`src/rtl/pio_button_in.sv`:
```
// Avalon-MM input PIO for board push-buttons and switches.
// Each input is synchronized, debounced, edge-detected and latched into an
// edge-capture register that can raise a maskable level interrupt.
module pio_button_in #(
    parameter int   WIDTH           = 4,
    parameter int   DEBOUNCE_CYCLES = 50000,
    parameter int   EDGE_TYPE       = 1,
    parameter logic IDLE_LEVEL      = 1'b1
) (
    input  logic             clk,
    input  logic             reset,
    input  logic [1:0]       address,
    input  logic             chipselect,
    input  logic             read_n,
    input  logic             write_n,
    input  logic [WIDTH-1:0] writedata,
    output logic [WIDTH-1:0] readdata,
    output logic             irq,
    input  logic [WIDTH-1:0] in_port
);

    localparam int CW = $clog2(DEBOUNCE_CYCLES + 1);
    localparam logic [CW-1:0] CNT_LAST = CW'(DEBOUNCE_CYCLES - 1);

    typedef enum logic [1:0] {
        REG_DATA = 2'd0,
        REG_RSVD = 2'd1,
        REG_MASK = 2'd2,
        REG_EDGE = 2'd3
    } reg_addr_e;

    logic [WIDTH-1:0] sync1;
    logic [WIDTH-1:0] sync2;
    logic [WIDTH-1:0] stable;
    logic [WIDTH-1:0] prev;
    logic [WIDTH-1:0] edge_pulse;
    logic [WIDTH-1:0] edge_capture;
    logic [WIDTH-1:0] irq_mask;
    logic [CW-1:0]    db_cnt [WIDTH];
    logic             wr_en;
    logic             rd_en;

    assign wr_en = chipselect & ~write_n;
    assign rd_en = chipselect & ~read_n;

    // Two-flop synchronizer for the asynchronous board inputs.
    always_ff @(posedge clk or posedge reset) begin
        if (reset) begin
            sync1 <= {WIDTH{IDLE_LEVEL}};
            sync2 <= {WIDTH{IDLE_LEVEL}};
        end else begin
            sync1 <= in_port;
            sync2 <= sync1;
        end
    end

    // Per-bit debounce: a new level is accepted after DEBOUNCE_CYCLES consecutive samples.
    always_ff @(posedge clk or posedge reset) begin
        if (reset) begin
            stable <= {WIDTH{IDLE_LEVEL}};
            for (int unsigned i = 0; i < WIDTH; i++) begin
                db_cnt[i] <= '0;
            end
        end else begin
            for (int unsigned i = 0; i < WIDTH; i++) begin
                if (sync2[i] == stable[i]) begin
                    db_cnt[i] <= '0;
                end else if (db_cnt[i] == CNT_LAST) begin
                    stable[i] <= sync2[i];
                    db_cnt[i] <= '0;
                end else begin
                    db_cnt[i] <= db_cnt[i] + 1'b1;
                end
            end
        end
    end

    // Previous debounced value for edge detection.
    always_ff @(posedge clk or posedge reset) begin
        if (reset) begin
            prev <= {WIDTH{IDLE_LEVEL}};
        end else begin
            prev <= stable;
        end
    end

    // Edge pulse selection: rising, falling or any transition.
    always_comb begin
        edge_pulse = '0;
        case (EDGE_TYPE)
            0:       edge_pulse = stable & ~prev;
            1:       edge_pulse = ~stable & prev;
            default: edge_pulse = stable ^ prev;
        endcase
    end

    // Edge capture: write-one-to-clear, with a same-cycle edge taking priority.
    always_ff @(posedge clk or posedge reset) begin
        if (reset) begin
            edge_capture <= '0;
        end else if (wr_en && (reg_addr_e'(address) == REG_EDGE)) begin
            edge_capture <= (edge_capture & ~writedata) | edge_pulse;
        end else begin
            edge_capture <= edge_capture | edge_pulse;
        end
    end

    // Interrupt mask register.
    always_ff @(posedge clk or posedge reset) begin
        if (reset) begin
            irq_mask <= '0;
        end else if (wr_en && (reg_addr_e'(address) == REG_MASK)) begin
            irq_mask <= writedata;
        end
    end

    // Registered read data with one cycle latency; holds when idle.
    always_ff @(posedge clk or posedge reset) begin
        if (reset) begin
            readdata <= '0;
        end else if (rd_en) begin
            case (reg_addr_e'(address))
                REG_DATA: readdata <= stable;
                REG_RSVD: readdata <= '0;
                REG_MASK: readdata <= irq_mask;
                REG_EDGE: readdata <= edge_capture;
                default:  readdata <= '0;
            endcase
        end
    end

    assign irq = |(edge_capture & irq_mask);

endmodule
```
`config.mk`:
```
export PLATFORM = sky130hd
export DESIGN_NAME = pio_button_in
export DESIGN_NICKNAME = d
export VERILOG_FILES = /design/src/rtl/pio_button_in.sv
export SDC_FILE = /design/constraint.sdc
export NUM_CORES = 1
export LEC_CHECK = 0
export CAP_MARGIN = 20
export CORE_MARGIN = 1
export CORE_UTILIZATION = 40
export DETAILED_ROUTE_END_ITERATION = 16
export MAX_ROUTING_LAYER = met4
export PLACE_DENSITY = 0.57
export SYNTH_ARGS = -nofsm -noshare
export SYNTH_HDL_FRONTEND = slang
export SYNTH_SLANG_ARGS = --single-unit
```
`constraint.sdc`:
```
create_clock -name clk -period 8.3 [get_ports clk]
set_input_delay 1.245 -clock clk [delete_from_list [all_inputs] [get_ports clk]]
set_output_delay 1.245 -clock clk [all_outputs]
set_load 0.01 [all_outputs]
```
# After elaboration in Yosys (flattened, before gate mapping)
# Cells that the tools add are included.
word_totals:
  ff_bits: 92
  inputBits: 15
  output_inout_bits: 5
  word_cells: 62
op_classes:
  addsub: 4
  eq_ne: 11
  mux: 10
  bitwise: 15
  reduce_logical: 8
ops:
  columns: ["op", "count"]
  rows:
  - ["two-way mux 16 bit", 8]
  - ["adder 16 x 1 -> 16 bit (second input constant)", 4]
  - ["equality test 16 bit (second input constant)", 4]
  - ["one-hot mux 4 bit (4 select lines)", 1]
  - ["bitwise AND 4 bit", 3]
  - ["inverter 4 bit", 2]
  - ["OR 4 bit", 2]
  - ["AND reduction 2 bit", 4]
  - ["inverter 1 bit", 6]
  - ["equality test 1 bit", 4]
  - ["equality test 2 bit (second input constant)", 2]
  - ["two-way mux 4 bit", 1]
  - ["OR reduction 4 bit", 1]
  - ["bitwise AND 1 bit", 2]
  - ["equality test 2 x 1 -> 1 bit (second input constant)", 1]
  - ["logical AND 1 bit", 2]
  - ["logical NOT 2 bit", 1]

# Logic depth before layout (Yosys ltp)
# Gate-level depths: netlist (run 1).
logic_depth:
  ltp_word: 4
  mapped_depth: 6
  mapped_depth_nobuf: 5

# Worst setup path after synthesis (run 1)
# OpenSTA, ideal clock, no wires.
synth_path:
  path_kind: "input -> register"
  startpoint: "input port address[0]"
  endpoint: "register irq_mask[0]"
  setup_ns: 0.125
  arrival_ns: 2.372
  path_slack_ns: 5.803
  cell_stages: 3
  n_path_buf: 1
  path_cell_list: "clkbuf_1 -> nor4bb_1 -> mux2_2"
synth_between:
  elab_chain_len: 2
synth_lines:
  columns: ["element", "line", "source"]
  rows:
  - ["from (decl)", "12", "input logic [1:0] address,"]
  - ["equality test 2 bit", "112", "end else if (wr_en && (reg_addr_e'(address) == REG_MASK)) begin"]
  - ["logical AND 1 bit", "112", null]
  - ["to (signal assigned)", "113", "irq_mask <= writedata;"]
  - ["to (decl)", "38", "logic [WIDTH-1:0] irq_mask;"]
# No other way between the ends.
# A chain may end at the register's enable or synchronous reset.

# Worst setup path after layout (run 1)
layout_path:
  startpoint: "register edge_capture[1]"
  endpoint: "output port irq"
layout_between:
  elab_chain_len: 2
layout_lines:
  columns: ["element", "line", "source"]
  rows:
  - ["from (decl)", "37", "logic [WIDTH-1:0] edge_capture;"]
  - ["from (signal assigned)", "102", "edge_capture <= (edge_capture & ~writedata) | edge_pulse;"]
  - ["from (signal assigned)", "104", "edge_capture <= edge_capture | edge_pulse;"]
  - ["bitwise AND 4 bit", "132", "assign irq = |(edge_capture & irq_mask);"]
  - ["OR reduction 4 bit", "132", null]
  - ["to (decl)", "18", "output logic irq,"]
# No other way between the ends.

==> impl_results.md, run 1 <==
- Result of the run: finished, final reports clean
- Via/cell ratio: 5.01
- Worst Setup End Kind: output pin
- Maximum number of pins on one net before global-route repair: 76
- Hold Vio Cnt, Final: 0
- Worst-path fanout max: 3
- Required time reported for the critical path endpoint: 7.05 ns
- Leakage Power: 1.87 nW
- Clock network fraction of design power: 37.2%
- I/O Pins: 20
- Filler cell count: 979
- Number of antenna violations at the first check in global routing: 0
- Area share of the largest cell type after synthesis: 44.5%
- Growth of design area from synthesis to finish: 12.8%
- Number of buffers inserted during clock tree synthesis: 9
- Die Area: 11100 um^2
- EDFF count, synth: 0
- CP Data Arrival Time: 1.60 ns
- TritonCTS clock tree: built
- Combinational share of power: 7.3%
- Chip Width: 105 um
- Most frequently used flop master after synthesis: sky130_fd_sc_hd__dfrtp_1
- MaxCap Viol Count: 0
- Number of distinct library cell variants in the gate-level netlist after synthesis: 38
- GRT Residual Overflow: 0
- Post-CTS sizing: 0
- Source-to-sink clock delay at the later pin of the worst-skew pair: 0.36 ns
- Time the worst path needs with I/O delays and setup: 2.84 ns
- Sw frac: 23.7%
- Maximum vdd ir drop: 83.9 uV
- Number of rows in the core area: 37
- Buffer cell driving the clock tree root: sky130_fd_sc_hd__clkbuf_8
- Placed cells: 561
- Number of input and output port buffers inserted: 19
- CTS Hold Buffers Added: 0
- Library cell with the largest summed area after synthesis: sky130_fd_sc_hd__dfrtp_1
- Area occupied by multi-input gates: 1840 um^2
- FFs w/ async S/R, synth: 100%
- Reg power frac: 55.5%
- Final-report setup violation count: 0
- CTS H-tree depth: 3
- Class of the tightest hold or removal check: reg2reg
- Power after layout: 869 uW
- Sequential cell area: 2320 um^2
- Worst Setup Path Type: reg2out
- Maximum buffer depth of the clock tree: 2
- Post-route fraction of the period consumed by the critical path: 34.2%
- Number of nets in the final layout: 455
- Core Area: 10300 um^2
- Antenna fix cells: 0
- Setup repair after global routing missed its margin: no
- Delay-heaviest family, CP: buffers and inverters
- Number of standard cells in the layout, taps in and fillers out: 577
- Vias in the first global route: 2900
- Layout cells sized above 1: 10.7%
- Ratio of total power to cell area: 180 nW/um^2
- Remaining antenna violation count: 0
- Vias: 2891
- Startpoint Class: flip-flop
- Initial DRC count: 81
- Clock net sink count: 92
- Internal power consumption: 663 uW
- Fmax: 352 MHz
- Setup bufs post-CTS: 0
- Worst-case headroom to the max-slew limit: 38.1%
- Most common cell after layout, fill and taps aside: sky130_fd_sc_hd__nor2_1
- Yosys synthesis warning count: 0
- Final weighted congestion of routability-driven global placement: 0.759
- Global-route usage over all layers: 16.1%
- Worst clock skew: 0.00735 ns
- Starting utilization of the core area: 41.4%
- Clock-pin slew on the worst setup and hold paths: 0.09 ns
- Switching power summed over all nets: 206 uW
- HPWL after DPL: 5340 um
- Netlist Area Pre-Place: 4270 um^2
- Synthesized flop and latch total: 92
- Post-Route Setup TNS: 0 ns
- Average detailed-routed wire length per instance: 13.5 um
- Leading cell types in the layout, fill and taps excluded: sky130_fd_sc_hd__nor2_1 (79), sky130_fd_sc_hd__dfrtp_1 (76), sky130_fd_sc_hd__xnor2_1 (46), sky130_fd_sc_hd__nand2_1 (27), sky130_fd_sc_hd__nand3_1 (20)
- Height of the die: 105 um
- Wire length of the first global-routing pass: 13600 um
- Number of max-slew violations in the final report: 0
- Crit path buffers/inverters: 1
- Post-Synthesis Cells: 412
- Routed WL: 7770 um
- Average cell area after synthesis: 10.4 um^2
- Critical path cell sequence: a22oi_1 -> nand2_1 -> clkdlybuf4s50_1
- Number of search-and-repair iterations in the first detailed-routing pass: 4
- Slew at the pin with the worst max-slew slack: 0.928 ns
- Top post-synthesis cells by area: sky130_fd_sc_hd__dfrtp_1 (45%), sky130_fd_sc_hd__dfstp_2 (9.8%), sky130_fd_sc_hd__xnor2_1 (9.4%), sky130_fd_sc_hd__nor2_1 (6.9%), sky130_fd_sc_hd__nand4_1 (2.6%)
- Portion of the post-synthesis area used by sequential elements: 54.3%
- Slowest Stage Delay on Critical Path: 0.50 ns
- Post-synth net total: 431
- Cell with the biggest individual delay on the critical path: sky130_fd_sc_hd__clkdlybuf4s50_1
- DRC violations left: 0
[synthesized netlist by cell type, types with 5 or more instances]
master and n:
sky130_fd_sc_hd__nor3_1 17, sky130_fd_sc_hd__nor4_1 16, sky130_fd_sc_hd__mux2_2 8, sky130_fd_sc_hd__inv_1 19, sky130_fd_sc_hd__nand3_1 20, sky130_fd_sc_hd__xor2_1 11, sky130_fd_sc_hd__nand4_1 18, sky130_fd_sc_hd__a21oi_1 7
sky130_fd_sc_hd__nand2_1 27, sky130_fd_sc_hd__xnor2_1 46, sky130_fd_sc_hd__nor4bb_1 5, sky130_fd_sc_hd__dfrtp_1 76, sky130_fd_sc_hd__nor2_1 79, sky130_fd_sc_hd__dfstp_2 16
[power by group through the flow]
stage          Clock (mW)  Combinational, mW  Sequential (mW)
2_1_floorplan           0             0.0380            0.488
3_3_place_gp            0             0.0637            0.490
6_report            0.323             0.0632            0.482
3_5_place_dp            0             0.0647            0.490
4_1_cts             0.338             0.0650            0.482
5_1_grt             0.355             0.0713            0.484
[logic make-up after synthesis]
group	Yosys count	synth area share, %
xor gates and xnor gates	57	11.7
DFF	92	54.3
AOI/OAI and AO/OA	22	4.07
muxes	12	3.05
adders and majority gates	4	1.17
buffers and inverters	26	2.69
and+or+nand+nor	199	23.0
[flip-flops by register name, indices dropped and copies added (netlist names)]
register,cells
db_cnt,64
edge_capture,4
irq_mask,4
prev,4
readdata,4
stable,4
sync1,4
sync2,4
[layer usage]
layer,wire length [um],vias up,GRT usage [%]
met5,0,-,-
met4,104,0,5.43
met3,249,11,4.45
met2,3590,43,24.4
met1,3820,1379,20.9
li1,-,1458,-
[path summary, 6_finish.rpt]
| check | from | endpoint | slack [ns] | depth (start not counted) |
|---|---|---|---|---|
| max in group asynchronous | reset | db_cnt[25] | 5.95 | 3 |
| worst min-delay path | sync1[2] | sync2[2] | 0.36 | 0 |
| worst max-delay path | edge_capture[1] | irq | 5.46 | 3 |
| worst min register to register | sync1[2] | sync2[2] | 0.36 | 0 |
| worst max register to register | db_cnt[28] | db_cnt[19] | 6.22 | 4 |
| min in group asynchronous | reset | db_cnt[5] | 1.14 | 2 |
[stage by stage]
stage | setup slack [ns] | hold slack, ns | cell area, um^2 | utilization [%]
2_1_floorplan | 4.69 | 0.345 | 4270 | -
3_3_place_gp | 5.14 | 0.347 | 4600 | 44.5
3_5_place_dp | 5.15 | 0.347 | 4600 | 44.5
4_1_cts | 5.44 | 0.361 | 4820 | 46.7
5_1_grt | 5.38 | 0.364 | 4820 | 46.7
6_report | 5.46 | 0.360 | 4820 | 46.7
[final cells by class]
cell class | instances | area share [%]
flip-flops and latches | 92 | 48.2
multi-input cells | 294 | 38.1
repair buffers | 20 | 4.10
well taps | 136 | 3.53
clock buffers | 12 | 3.43
inverters | 19 | 1.51
clock inverters | 4 | 1.14
Note: power is estimated with default switching activity, not from simulation.
==> run 2, diff against run 1 <==
Settings changed: PLACE_DENSITY 0.57 to 0.59.
Clock period 8.3 ns to 2.4 ns, I/O delays scaled along.
==> run 2 against run 1 <==
Die area unchanged. Combinational power rose to 3.7 times the previous value. Critical path depth unchanged. Via count is 2.5% higher. Worst setup slack lost 5.0 ns. First-iteration DRC count grew 15%. Non-clock buffer count rose by 8. Utilization up 0.62 points. Sequential power grew to 3.5 times the previous value. Sequential share of layout area down 0.63 points. Critical path type unchanged. Critical endpoint unchanged.
==> impl_results.md, run 2 (same netlist as run 1, synthesis figures left out) <==
- Die Area: 11100 um^2 (unchanged)
- Number of max-slew violations in the final report: 0 (unchanged)
- Number of antenna violations at the first check in global routing: 0 (unchanged)
- Worst-path fanout max: 3 (unchanged)
- Chip Width: 105 um (unchanged)
- Switching power summed over all nets: 708 uW (+240%)
- HPWL after DPL: 5620 um (+5.2%)
- Maximum vdd ir drop: 400 uV (+380%)
- Flip-flop count of the largest register after layout: 64 (unchanged)
- Class of the tightest hold or removal check: in2async
- Result of the run: finished, final reports clean
- GRT Residual Overflow: 0 (unchanged)
- Routed WL: 7810 um (+0.59%)
- Slew at the pin with the worst max-slew slack: 0.508 ns (-0.420 ns)
- Number of nets in the final layout: 463 (+1.8%)
- Setup repair after global routing missed its margin: no
- Maximum number of pins on one net before global-route repair: 34 (-55%)
- Standard cell area after detailed placement: 4690 um^2 (+1.9%)
- CP Data Arrival Time: 1.61 ns (about the same)
- Number of input and output port buffers inserted: 19 (unchanged)
- Growth of design area from synthesis to finish: 14.3%
- Leading cell types in the layout, fill and taps excluded: sky130_fd_sc_hd__nor2_1 (79), sky130_fd_sc_hd__dfrtp_1 (76), sky130_fd_sc_hd__xnor2_1 (46), sky130_fd_sc_hd__nand2_1 (27), sky130_fd_sc_hd__nand3_1 (20)
- Number of rows in the core area: 37 (unchanged)
- Worst-case headroom to the max-slew limit: 66.0% (+28 points)
- Worst Setup Path Type: reg2out
- Core Area: 10300 um^2 (unchanged)
- Buffer cell driving the clock tree root: sky130_fd_sc_hd__clkbuf_8
- CTS Hold Buffers Added: 0 (unchanged)
- CTS H-tree depth: 3 (unchanged)
- Leakage Power: 1.89 nW (+1.4%)
- Clock network fraction of design power: 34.6% (-2.6 points)
- Antenna fix cells: 0 (unchanged)
- Utilization after layout: 47.3% (+0.62 points)
- Clock-pin slew on the worst setup and hold paths: 0.09 ns (about the same)
- Fmax: 507 MHz
- Clock net sink count: 92 (unchanged)
- Maximum buffer depth of the clock tree: 2 (unchanged)
- Cell area after layout: 4880 um^2 (+1.3%)
- Post-CTS sizing: 0 (unchanged)
- Sw frac: 24.4% (+0.66 points)
- Worst clock skew: 0.0116 ns (+0.00426 ns)
- Ratio of total power to cell area: 595 nW/um^2 (+230%)
- Required time reported for the critical path endpoint: 2.04 ns (-5.01 ns)
- Time the worst path needs with I/O delays and setup: 1.97 ns
- Via/cell ratio: 5.07 (+1.1%)
- Setup bufs post-CTS: 0 (unchanged)
- Internal power consumption: 2.20 mW (+230%)
- Startpoint Class: flip-flop
- Wire length of the first global-routing pass: 13900 um (+1.6%)
- Worst Setup End Kind: output pin
- Vias in the first global route: 2964 (+2.2%)
- Vias: 2964 (+2.5%)
- Layout cells sized above 1: 12.2% (+1.6 points)
- Reg power frac: 57.3% (+1.8 points)
- Average detailed-routed wire length per instance: 13.4 um (-0.78%)
- Most common cell after layout, fill and taps aside: sky130_fd_sc_hd__nor2_1
- Number of search-and-repair iterations in the first detailed-routing pass: 4 (unchanged)
- Top reg by flops: db_cnt
- Remaining antenna violation count: 0 (unchanged)
- Post-route fraction of the period consumed by the critical path: 82.2%
- I/O Pins: 20 (unchanged)
- Post-Route Setup TNS: 0 ns (unchanged)
- Source-to-sink clock delay at the later pin of the worst-skew pair: 0.36 ns (about the same)
- Combinational share of power: 8.1% (+0.8 points)
- MaxCap Viol Count: 0 (unchanged)
- Final-report setup violation count: 0 (unchanged)
- Initial DRC count: 93 (+15%)
- Hold Vio Cnt, Final: 0 (unchanged)
- Filler cell count: 970 (-0.92%)
- DRC violations left: 0 (unchanged)
- Number of buffers inserted during clock tree synthesis: 9 (unchanged)
- Height of the die: 105 um (unchanged)
- Final weighted congestion of routability-driven global placement: 0.789 (+3.8%)
- Global-route usage over all layers: 16.3% (+0.17 points)
- TritonCTS clock tree: built
- Starting utilization of the core area: 41.4% (unchanged)
## run 2: cell types whose count changed in the layout (fill, tap and decap cells not counted), sizes merged
cell      previous run  this run
clkinvlp             1         4
buf                  1         9
clkinv               2         0
bufinv               1         0
## run 2: final timing paths
path                                  from        end  slack, ns  cells after the start
setup / recovery           edge_capture[1]        irq       0.43                      3
hold / removal                       reset  db_cnt[6]       0.36                      2
setup reg to reg                db_cnt[44]  stable[1]       0.69                      4
hold reg to reg                   sync1[1]   sync2[1]       0.36                      0
max in group asynchronous            reset  stable[2]       1.43                      3
min in group clk                  sync1[1]   sync2[1]       0.36                      0
## run 2: cell type report
cell class | instances | area, um^2 | share of cell area [%]
Inverter | 19 | 75.1 | 1.54
Clock buffer | 12 | 165 | 3.38
Multi-Input combinational cell | 294 | 1840 | 37.6
Clock inverter | 4 | 31.3 | 0.641
Sequential cell | 92 | 2320 | 47.6
Timing Repair Buffer | 28 | 283 | 5.79
Tap cell | 136 | 170 | 3.49
## run 2: worst max-delay path, cell delays in order (launching register included)
cell,delay [ns]
sky130_fd_sc_hd__dfrtp_1,0.43
sky130_fd_sc_hd__a22oi_1,0.19
sky130_fd_sc_hd__nand2_1,0.13
sky130_fd_sc_hd__clkdlybuf4s50_1,0.50
## run 2: through the flow
step	hold WS, ns	worst slack, ns	std cells	power (mW)
after floorplan	0.345	0.764	412	1.82
after global placement	0.347	0.547	569	1.93
after detailed placement	0.347	0.524	569	1.93
after CTS	0.354	0.395	585	2.96
after global routing	0.362	0.351	585	3.05
final	0.359	0.428	585	2.90
## run 2: power groups by stage
stage	Sequential, mW	Combinational, mW	Clock (mW)
after floorplan	1.69	0.132	0
after global placement	1.69	0.235	0
after detailed placement	1.70	0.239	0
after CTS	1.67	0.241	1.06
after global routing	1.67	0.265	1.11
final	1.67	0.235	1.00
## run 2: layer usage
| metal | track usage (%) | wire (um) |
|---|---|---|
| met4 | 5.43 | 80 |
| met5 | - | 0 |
| met2 | 25.7 | 3730 |
| met1 | 20.7 | 3800 |
| met3 | 3.90 | 203 |
==> edit 1: new RTL, settings of run 2 <==
Set the parameter `DEBOUNCE_CYCLES` to 100000 (it was 50000).
--- a/src/rtl/pio_button_in.sv
+++ b/src/rtl/pio_button_in.sv
@@ -4,5 +4,5 @@
 module pio_button_in #(
     parameter int   WIDTH           = 4,
-    parameter int   DEBOUNCE_CYCLES = 50000,
+    parameter int   DEBOUNCE_CYCLES = 100000,
     parameter int   EDGE_TYPE       = 1,
     parameter logic IDLE_LEVEL      = 1'b1
Function: same outputs for any inputs over 10 cycles, from zero or initial values and one cycle with reset high; that may be too few to reach the edited logic, so the function may still have changed.
==> edit 1 against run 2 <==
  * Global-route usage rose by 0.37 points
  * Final area up 2.8%
  * Area after synthesis is 5.0% higher
  * Sequential cell count rose by 4
  * Worst setup slack better by 7.8 ps
  * Critical path depth up 2
  * Wire length up 5.1%
  * Total power up 7.7%
  * Critical endpoint is now db_cnt[66]$_DFF_PP0_
  * Largest power group unchanged
==> edit 1: results (changes against run 2) <==
metric	value	unit	change
outcome	finished, final reports clean		
synth_area_leaders	dfrtp_1, dfstp_2, xor2_1		
leakagePower	0.00203	µW	+7.1%
cts_setup_buffers	0		unchanged
timing.slew.headroom	0.628		-0.0324
grt_use_met2	0.241		-0.0162
viasPerCell	5.27		+4.0%
wl_met1	4090	µm	+7.6%
max_stage_delay	550	ps	+50 ps
ant_nets	0		unchanged
layout.nets	466		+0.65%
grt_pass1_wl	14600	µm	+5.4%
crit_fanout	11		+8
ir_drop	360	µV	-9.9%
yosysSeqAreaShare	0.540		-0.00361
synth_nets	446		+3.5%
arrival	2230	ps	+620 ps
synthMuxAreaShare	0.0290		-0.00145
r2r.worst_path.cells	5		+1
grt_pass1_vias	3002		+1.3%
antenna_cells	0		unchanged
synth_xor_area_frac	0.111		-0.00557
dp.cells	576		+1.2%
synthTopCellsByCount	dfrtp_1, nor2_1, nand4_1		
synthAdderAreaFrac	0.0112		-0.000559
hold_class	reg2reg		
grt_usage	0.167		+0.00374
use_met1	0.223		+0.0167
wl_met2	3650	µm	-2.3%
min_path_cells	0		
hpwlAfterDp	5500	µm	-2.1%
grtUsageMet3	0.0327		-0.00627
slowest_stage	or4_1		
largest_reg_flops	68		+6.3%
power.internal	2410	µW	+9.7%
top_register	db_cnt		
drt_first_pass_iters	4		unchanged
wirelength	8210	µm	+5.1%
grt_max_degree	97		+190%
gp_congestion	0.820		+3.9%
dpl_cell_area	0.00480	mm²	+2.5%
drt_iter0_markers	123		+32%
synth_area_per_cell	10.5	µm²	+1.3%
netlist-cell-type-count	42		+11%
fin_skew	10.9	ps	-0.683 ps
post_cts_resized	0		unchanged
cts.path.max_buffers	2		unchanged
via_count	3118		+5.2%
dr_wl_met3	295	µm	+45%
synth_compound_area_frac	0.0413		+0.000569
synth_top_flop_cell	dfrtp_1		
drive_gt1_frac	0.102		-0.0207
cts_buffers	9		unchanged
path_delay_family	simple AND/OR/NAND/NOR gates		
==> edit 1: layout make-up <==
type	count	area (µm²)
Tap cell	140	175
Timing Repair Buffer	24	240
Inverter	11	45.0
Clock buffer	13	149
Clock inverter	3	65.1
Multi-Input combinational cell	305	1920
Sequential cell	96	2420
Fill cell	1004	5870
==> edit 1: per-stage QoR <==
stage	util	setup slack, ps
6_report	0.461	436
3_5_place_dp	0.441	416
4_1_cts	0.461	411
5_1_grt	0.461	289
3_3_place_gp	0.441	476
2_1_floorplan	-	641
==> edit 1: worst reg2reg max path, stage by stage (launching register included) <==
cell     delay [ps]
dfrtp_1         440
or4_1           550
nor4_2          350
or2_1           240
buf_4           220
nor2_1           70
==> edit 1: worst paths after layout <==
kind / start / to / slack (ps)
worst min register to register: sync1[0]$_DFF_PP1_ / sync2[0]$_DFF_PP1_ / 360
max in group asynchronous: reset / prev[0]$_DFF_PP1_ / 1530
worst max-delay path: db_cnt[62]$_DFF_PP0_ / db_cnt[66]$_DFF_PP0_ / 440
worst max register to register: db_cnt[62]$_DFF_PP0_ / db_cnt[66]$_DFF_PP0_ / 440
min in group asynchronous: reset / db_cnt[35]$_DFF_PP0_ / 470
worst min-delay path: sync1[0]$_DFF_PP1_ / sync2[0]$_DFF_PP1_ / 360
==> edit 1: cell families after synthesis <==
| logic type | Yosys count |
|---|---|
| adders and majority gates | 4 |
| and+or+nand+nor | 201 |
| DFF | 96 |
| buffers and inverters | 26 |
| xor gates and xnor gates | 57 |
| muxes | 12 |
| AOI/OAI and AO/OA | 31 |
==> edit 1: power by group through the flow <==
stage / combinational [µW] / sequential [µW] / clock (µW)
floorplan: 140 / 1760 / 0
global placement: 231 / 1760 / 0
detailed placement: 234 / 1770 / 0
CTS: 235 / 1740 / 1200
global route: 261 / 1750 / 1280
finish: 228 / 1730 / 1170
==> edit 2: new RTL, flow settings as in run 2 <==
Made on the original files. Put a register stage on the output `irq`, cleared by the reset. The value now appears one clock later. The other outputs are not delayed to match.
--- a/src/rtl/pio_button_in.sv
+++ b/src/rtl/pio_button_in.sv
@@ -130,5 +130,11 @@
     end
 
-    assign irq = |(edge_capture & irq_mask);
+    always_ff @(posedge clk or posedge reset) begin
+        if (reset) begin
+            irq <= '0;
+        end else begin
+            irq <= |(edge_capture & irq_mask);
+        end
+    end
 
 endmodule
Behaviour: no difference found for any inputs over 10 cycles, from zero or initial values and one cycle with reset high; that may be too few to reach the edited logic, so the function may still have changed.
==> edit 2 against run 2 <==
  * Final area grew 0.33%
  * Die area increased by 0.57%
  * Sequential cell count grew 1
  * Worst hold slack got worse by 0.58 ps
  * Total power down 0.67%
  * Count of clock-buffer cells in the layout shrank 3
  * Wire length up 0.83%
  * Worst setup slack gained 55 ps
  * Area after synthesis increased by 0.59%
  * Critical endpoint is now db_cnt[18]$_DFF_PP0_
  * Highest routed layer unchanged
==> edit 2: results (changes against run 2) <==
metric	value	unit	change
synthMuxAreaShare	0.0303		-0.000177
tightest_slew	637	ps	+128 ps
arrival	2190	ps	+580 ps
clkLatencyLatePin	380	ps	+20 ps
hold_class	reg2reg		
layout.nets	464		+0.22%
wirelength	7880	µm	+0.83%
synth_compound_area_frac	0.0405		-0.000237
outcome	finished, final reports clean		
switchingPower	747	µW	+5.5%
slowest_stage	o41ai_4		
crit_fanout	10		+7
drive_gt1_frac	0.122		-0.000272
synthAdderAreaFrac	0.0116		-0.0000682
drt_first_pass_iters	5		+1
hold-path-endpoint	sync2[1]$_DFF_PP1_		
viasPerCell	5.04		-0.44%
grt_usage	0.167		+0.00397
post_cts_resized	0		unchanged
gp_congestion	0.820		+4.0%
synth_xor_area_frac	0.116		-0.000680
synthTopCellsByCount	nor2_1, dfrtp_1, xnor2_1		
grt_antenna_before_repair	0		unchanged
yosysSeqAreaShare	0.546		+0.00266
cts_buffers	9		unchanged
dpl_cell_area	0.00472	mm²	+0.80%
min_path_cells	0		
worstReg2RegStart	db_cnt[28]$_DFF_PP0_		
worstReg2RegEnd	db_cnt[18]$_DFF_PP0_		
hpwlAfterDp	5530	µm	-1.7%
antenna_cells	0		unchanged
max_stage_delay	550	ps	+50 ps
rrSetupSlack	480	ps	-210 ps
path_delay_family	simple AND/OR/NAND/NOR gates		
dp.cells	570		+0.18%
synth_area_per_cell	10.4	µm²	+0.34%
grt_max_degree	30		-12%
synth_area_leaders	dfrtp_1, dfstp_2, xnor2_1		
wl_per_cell	13.4	µm	+0.66%
r2r.worst_path.cells	5		+1
fin_skew	14.6	ps	+2.99 ps
ir_drop	280	µV	-30%
grt_pass1_wl	14300	µm	+2.9%
drt_iter0_markers	149		+60%
grt_pass1_vias	2925		-1.3%
synth_nets	432		+0.23%
synth_top_flop_cell	dfrtp_1		
leakagePower	0.00191	µW	+0.88%
edit 2: final cells by class:
type / count / area (µm²)
inverters: 19 / 75.1
fillers: 984 / 5470
clock inverters: 7 / 51.3
well taps: 136 / 170
multi-input cells: 294 / 1840
repair buffers: 28 / 295
clock buffers: 9 / 124
flip-flops and latches: 93 / 2350
edit 2: power by group through the flow:
stage | Sequential, µW | Combinational (µW) | Clock (µW)
after floorplan | 1720 | 128 | 0
after global placement | 1720 | 236 | 0
after detailed placement | 1720 | 241 | 0
after CTS | 1690 | 242 | 1010
after global routing | 1700 | 268 | 1060
final | 1690 | 236 | 958
edit 2: metrics by stage:
stage	hold slack (ps)	setup WS, ps
6_report	358	483
5_1_grt	365	358
4_1_cts	359	462
3_5_place_dp	349	476
3_3_place_gp	346	523
2_1_floorplan	345	764
edit 2: per-layer routing:
layer / vias up / wire, µm / GRT usage
li1: 1483 / - / -
met1: 1426 / 4100 / 0.230
met2: 34 / 3420 / 0.232
met3: 13 / 174 / 0.0328
met4: 0 / 184 / 0.0863
met5: - / 0 / -
edit 2: how the worst max path moves through the flow:
stage | startpoint | endpoint | slack, ps | depth (start not counted)
final | db_cnt[28]$_DFF_PP0_ | db_cnt[18]$_DFF_PP0_ | 480 | 5
after floorplan | db_cnt[28]$_DFF_PP0_ | db_cnt[23]$_DFF_PP0_ | 760 | 5
after global routing | db_cnt[28]$_DFF_PP0_ | db_cnt[29]$_DFF_PP0_ | 360 | 5
after CTS | db_cnt[28]$_DFF_PP0_ | db_cnt[23]$_DFF_PP0_ | 460 | 5
after global placement | address[0] | irq_mask[3]$_DFFE_PP0P_ | 520 | 4
after detailed placement | db_cnt[28]$_DFF_PP0_ | db_cnt[18]$_DFF_PP0_ | 480 | 5
